===== src/rtl/jtdd_pkg.sv =====
// Shared types and constants for the JTDD graphics ROM request path.
// JTDD_ROMRQ_CACHE2_EN selects a two-entry cache; default is one entry.
package jtdd_pkg;

  localparam int SDRAM_AW = 22;

`ifdef JTDD_ROMRQ_CACHE2_EN
  localparam int ROMRQ_ENTRIES = 2;
`else
  localparam int ROMRQ_ENTRIES = 1;
`endif

  typedef enum logic [1:0] {
    IDLE      = 2'd0,
    WAIT_ACK  = 2'd1,
    WAIT_DATA = 2'd2
  } romrq_st_e;

endpackage


===== src/rtl/jtdd_romrq_cache.sv =====
// Tag store for the ROM request cache: combinational lookup, victim fill,
// and a 1-bit LRU pointer when two entries are present.
module jtdd_romrq_cache #(
  parameter int AW      = 17,
  parameter int ENTRIES = 1
) (
  input  logic          clk,
  input  logic          rst,
  input  logic          lookup,
  input  logic [AW-1:0] addr,
  output logic          hit,
  output logic [15:0]   hit_data,
  input  logic          fill_en,
  input  logic [AW-1:0] fill_tag,
  input  logic [15:0]   fill_data
);

  logic [ENTRIES-1:0] valid;
  logic [AW-1:0]      tag  [ENTRIES];
  logic [15:0]        data [ENTRIES];
  logic               hit_idx;
  logic               victim;

  always_comb begin
    hit      = 1'b0;
    hit_idx  = 1'b0;
    hit_data = 16'h0;
    for (int i = 0; i < ENTRIES; i++) begin
      if (valid[i] && tag[i] == addr) begin
        hit      = 1'b1;
        hit_idx  = 1'(i);
        hit_data = data[i];
      end
    end
  end

  always_ff @(posedge clk) begin
    if (rst) begin
      valid <= '0;
    end else if (fill_en) begin
      for (int i = 0; i < ENTRIES; i++)
        if (victim == 1'(i)) valid[i] <= 1'b1;
    end
  end

  always_ff @(posedge clk) begin
    if (fill_en) begin
      for (int i = 0; i < ENTRIES; i++) begin
        if (victim == 1'(i)) begin
          tag[i]  <= fill_tag;
          data[i] <= fill_data;
        end
      end
    end
  end

  generate
    if (ENTRIES == 2) begin : g_lru
      // lru names the entry that was not most recently hit or filled
      logic lru;
      always_ff @(posedge clk) begin
        if (rst)                lru <= 1'b0;
        else if (fill_en)       lru <= ~victim;
        else if (lookup && hit) lru <= ~hit_idx;
      end
      assign victim = lru;
    end else begin : g_one
      logic unused_lookup;
      assign unused_lookup = ^{lookup, hit_idx};
      assign victim = 1'b0;
    end
  endgenerate

endmodule


===== src/rtl/jtdd_gfx_romrq.sv =====
// Tile-layer ROM request front end: small cache plus SDRAM fetch FSM.
// Define JTDD_ROMRQ_CACHE2_EN for a two-entry LRU cache.
module jtdd_gfx_romrq
  import jtdd_pkg::*;
#(
  parameter int                  AW     = 17,
  parameter logic [SDRAM_AW-1:0] OFFSET = 22'h0
) (
  input  logic                clk,
  input  logic                rst,
  input  logic                cs,
  input  logic [AW-1:0]       addr,
  output logic [15:0]         rom_data,
  output logic                rom_ok,
  output logic [SDRAM_AW-1:0] sdram_addr,
  output logic                sdram_req,
  input  logic                sdram_ack,
  input  logic                data_rdy,
  input  logic [15:0]         sdram_din
);

  romrq_st_e     st, st_nx;
  logic [AW-1:0] fetch_addr;
  logic          hit;
  logic [15:0]   hit_data;
  logic          start, fill;

  jtdd_romrq_cache #(.AW(AW), .ENTRIES(ROMRQ_ENTRIES)) u_cache (
    .clk       (clk),
    .rst       (rst),
    .lookup    (cs),
    .addr      (addr),
    .hit       (hit),
    .hit_data  (hit_data),
    .fill_en   (fill),
    .fill_tag  (fetch_addr),
    .fill_data (sdram_din)
  );

  always_comb begin
    st_nx = st;
    start = 1'b0;
    fill  = 1'b0;
    case (st)
      IDLE:      if (cs && !hit) begin st_nx = WAIT_ACK; start = 1'b1; end
      WAIT_ACK:  if (sdram_ack) st_nx = WAIT_DATA;
      WAIT_DATA: if (data_rdy) begin st_nx = IDLE; fill = 1'b1; end
      default:   st_nx = IDLE;
    endcase
  end

  always_ff @(posedge clk) begin
    if (rst) begin
      st         <= IDLE;
      fetch_addr <= '0;
      sdram_addr <= OFFSET;
      sdram_req  <= 1'b0;
      rom_ok     <= 1'b0;
      rom_data   <= 16'h0;
    end else begin
      st <= st_nx;
      if (start) begin
        fetch_addr <= addr;
        sdram_addr <= OFFSET + SDRAM_AW'(addr);
        sdram_req  <= 1'b1;
      end else if (st == WAIT_ACK && sdram_ack) begin
        sdram_req  <= 1'b0;
      end
      // forward the fill only if the layer still wants the fetched word
      if (fill && cs && addr == fetch_addr) begin
        rom_ok   <= 1'b1;
        rom_data <= sdram_din;
      end else if (cs && hit) begin
        rom_ok   <= 1'b1;
        rom_data <= hit_data;
      end else begin
        rom_ok   <= 1'b0;
      end
    end
  end

endmodule


===== config.mk =====
export PLATFORM = sky130hd
export DESIGN_NAME = jtdd_gfx_romrq
export DESIGN_NICKNAME = d
export VERILOG_FILES = /design/src/rtl/jtdd_pkg.sv /design/src/rtl/jtdd_romrq_cache.sv /design/src/rtl/jtdd_gfx_romrq.sv
export SDC_FILE = /design/constraint.sdc
export NUM_CORES = 1
export LEC_CHECK = 0
export BUFFER_PORTS_ARGS = -buffer_cell sky130_fd_sc_hd__buf_4
export CORE_ASPECT_RATIO = 1.2
export CORE_MARGIN = 2
export CORE_UTILIZATION = 39
export CTS_BUF_LIST = sky130_fd_sc_hd__clkbuf_4 sky130_fd_sc_hd__clkbuf_8 sky130_fd_sc_hd__clkbuf_16
export CTS_CLUSTER_SIZE = 40
export DETAILED_ROUTE_END_ITERATION = 8
export MAX_ROUTING_LAYER = met4
export PLACE_DENSITY = 0.67
export SLEW_MARGIN = 20
export SYNTH_ARGS = -nofsm -noshare
export SYNTH_HDL_FRONTEND = slang
export SYNTH_SLANG_ARGS = --single-unit
export TNS_END_PERCENT = 10

===== constraint.sdc =====
create_clock -name clk -period 3.3 [get_ports clk]
set_input_delay 0.165 -clock clk [delete_from_list [all_inputs] [get_ports clk]]
set_output_delay 0.165 -clock clk [all_outputs]
set_load 0.1 [all_outputs]

==> impl_metrics.py <==
metrics = {
    "synthesis": {
        "yosys.area_share.xor_xnor": 0.0920,
        "postSynthAreaPerCell_um2": 11.4,
        "yosys_warnings": 0,
        "synth_top_family_by_area": "simple AND/OR/NAND/NOR gates",
        "synthDistinctLibCells": 37,
        "yosys-top-cells-count": "dfxtp_1 (38), nand2_1 (35), edfxtp_1 (33)",
        "ys_top_cells_by_area": "edfxtp_1 (31%), dfxtp_1 (23%), mux2i_1 (5.3%), xnor2_1 (4.9%), nand4_1 (4.4%)",
        "yosys.area_share.simple": 0.131,
        "netlist_area_um2": 3240,
        "synthArstFlopShare": 0,
        "synth_compound_area_frac": 0.127,
        "synth.most_common_cell": "dfxtp_1",
        "synthesis.instances": 283,
        "synth-main-ff-cell": "dfxtp_1",
        "synth_top_area_share": 0.306,
        "synth_top_cell_by_area": "edfxtp_1",
        "ys_seq_area_frac": 0.541,
        "synth_edf_count": 33,
        "synthAdderAreaFrac": 0,
        "synthMuxAreaShare": 0.0526,
        "ys_ff_latch": 71,
    },
    "flow_run": {
        "cap_viol_max_count": 0,
    },
    "timing": {
        "fin_crit_ns": 2.29,
        "rsz0062_at_grt": "no",
        "max_slew_margin": 0.379,
        "fin_skew_ns": 0.0139,
        "setup_viol_count_final": 0,
        "maxSlewViolCount": 0,
        "worstMarginPinSlew_ns": 0.930,
        "hold_viol_final": 0,
        "finalSetupTns_ns": 0,
        "hold_slack_ns": 0.0142,
        "fin_crit_sh": 0.694,
        "fmax_mhz": 436,
    },
    "pwr": {
        "power_frac_comb": 0.175,
        "p_leak_uw": 0.00154,
        "worst_ir_drop_vdd_mv": 0.245,
        "p_clk_frac": 0.354,
        "pwr-share-seq": 0.471,
        "powerDensity_nw_per_um2": 504,
        "swShare": 0.290,
        "power_uw": 2060,
        "cell_internal_pwr_uw": 1460,
        "switchingPower_uw": 597,
    },
    "place": {
        "gp_congestion": 0.759,
        "dpl.hpwl_um": 5190,
        "portBuffers": 72,
    },
    "detailed_routing": {
        "highest_layer": "met4",
        "final_antenna_net_count": 0,
        "dr_wl_met3_um": 446,
        "wl_per_cell_um": 16.3,
        "met2_length_um": 3690,
        "wl_um": 7510,
        "drt_iter0_markers": 135,
        "vias_per_cell": 5.30,
        "drc": 0,
        "dr.pass1.iters": 4,
        "routedLengthMet1_um": 3280,
        "dr_total_vias": 2444,
    },
    "worst_setup_path": {
        "crit_path_top_delay_cell": "a2111oi_4",
        "crit_required_ns": 3.58,
        "start_kind": "flip-flop",
        "cpPeakStageDelay_ns": 0.67,
        "endpoint_kind": "flip-flop",
        "critical_path.most_common_cell": "buf_4",
        "path_cells": "xor2_1, nor4_1, and3_1, buf_4, a2111oi_4, buf_4, mux2i_1",
        "worst-path-max-fanout": 19,
        "crit_arrival_ns": 2.57,
        "crit_type": "reg -> reg",
    },
    "clock_tree": {
        "clkTransAtPathRegs_ns": 0.08,
        "post_cts_buffers": 0,
        "cts_buffers": 9,
        "cts.path.max_buffers": 2,
        "clk_latency_ns": 0.35,
        "cts_resized": 0,
        "cts.sinks": 71,
        "cts_tree": "yes",
        "cts_root_buf": "clkbuf_8",
        "htree_num_levels": 3,
    },
    "global_route": {
        "first_global_vias": 2382,
        "grt_max_degree": 52,
        "grt_util_all_layers": 0.177,
        "overflow": 0,
        "antenna_found_initial": 0,
        "grt_pass1_wl_um": 12000,
    },
    "run_status": {
        "status": "completed",
    },
    "die": {
        "die_w_um": 87.2,
        "dieArea_um2": 9050,
        "io_pins": 78,
        "fp.dieH_um": 104,
        "row_count": 36,
        "start_util": 0.399,
        "core_um2": 8110,
    },
    "finish": {
        "area_growth_pct": 26.2,
        "n_antenna_cell": 0,
        "drive_gt1_frac": 0.290,
        "nets": 399,
    },
    "worst_hold_path": {
        "hold_class": "in -> reg",
    },
}
==> registers in the layout, summed over array words and instances, names as in the netlist <==
name and flops:
sdram_req 1, u_cache.data 16, sdram_addr 17, st 2, u_cache.tag 17, rom_ok 1, rom_data 16, u_cache.valid 1
==> path summary, 6_finish.rpt <==
path	start	end	slack, ns	cells past startpoint
worst min register to register	rom_data[7]	rom_data[7]	0.49	2
worst max-delay path	u_cache.tag[0][10]	sdram_addr[10]	1.01	7
worst max register to register	u_cache.tag[0][10]	sdram_addr[10]	1.01	7
worst min-delay path	sdram_din[3]	u_cache.data[0][3]	0.01	1
==> logic make-up after synthesis <==
kind of cell              after synthesis
and+or+nand+nor                        80
buffers and inverters                  26
AOI/OAI and AO/OA                      54
DFF                                    71
muxes                                  17
other                                   1
xor gates and xnor gates               34
==> worst max-delay path, delay by kind of cell, from the launching register on <==
family	cells	cell delay, ns
compound gates	1	0.67
xor+xnor	1	0.15
buf+inv	2	0.56
flops	1	0.38
mux	1	0.21
simple gates	2	0.25
==> routing by layer <==
metal  global-route usage  up-vias
met3               0.0494        7
met5                    -        -
met4               0.0604        0
li1                     -     1200
met1                0.223     1158
met2                0.272       79
==> layout make-up <==
class | count | area [µm²]
repair buffers | 87 | 681
clock buffers | 13 | 166
flip-flops and latches | 71 | 1750
fillers | 751 | 4020
multi-input cells | 190 | 1320
clock inverters | 3 | 41.3
inverters | 2 | 7.51
well taps | 95 | 119
==> through the flow <==
step                      instance area, µm²  utilization  cells  worst slack [ns]
after detailed placement                3770        0.465    434              1.01
after global placement                  3770        0.465    434              1.07
after CTS                               4060        0.500    458             0.993
after floorplan                         3250            -    287             0.839
after global routing                    4090        0.504    461             0.836
final                                   4090        0.504    461              1.01
==> power groups by stage <==
stage | clock, µW | sequential, µW | combinational, µW
after CTS | 735 | 972 | 359
after detailed placement | 0 | 991 | 351
final | 729 | 971 | 360
after global routing | 766 | 975 | 380
after floorplan | 0 | 1100 | 144
after global placement | 0 | 991 | 347
==> what timing repair did <==
item | 4_1_cts | 5_1_grt
hold buffers | 8 | 3
endpoints found under the hold margin | 8 | 3
endpoints found under the setup margin | 0 | 0
==> placed cells by master (no fill, tap or decap), drive strengths merged, types with 2 or more instances in the layout <==
cell type and instances:
dlygate4sd3 11, dfxtp 38, clkbuf 13, mux2i 17, a21oi 2, and3 2, edfxtp 33, xnor2 18
o31ai 16, nor3 2, nand4 24, nand2 35, buf 76, inv 2, nor2 2, o21ai 16
xor2 16, a31oi 16, nand3 5, nor4 4, clkinv 2, conb 5
Note: power is estimated with default switching activity, not from simulation.
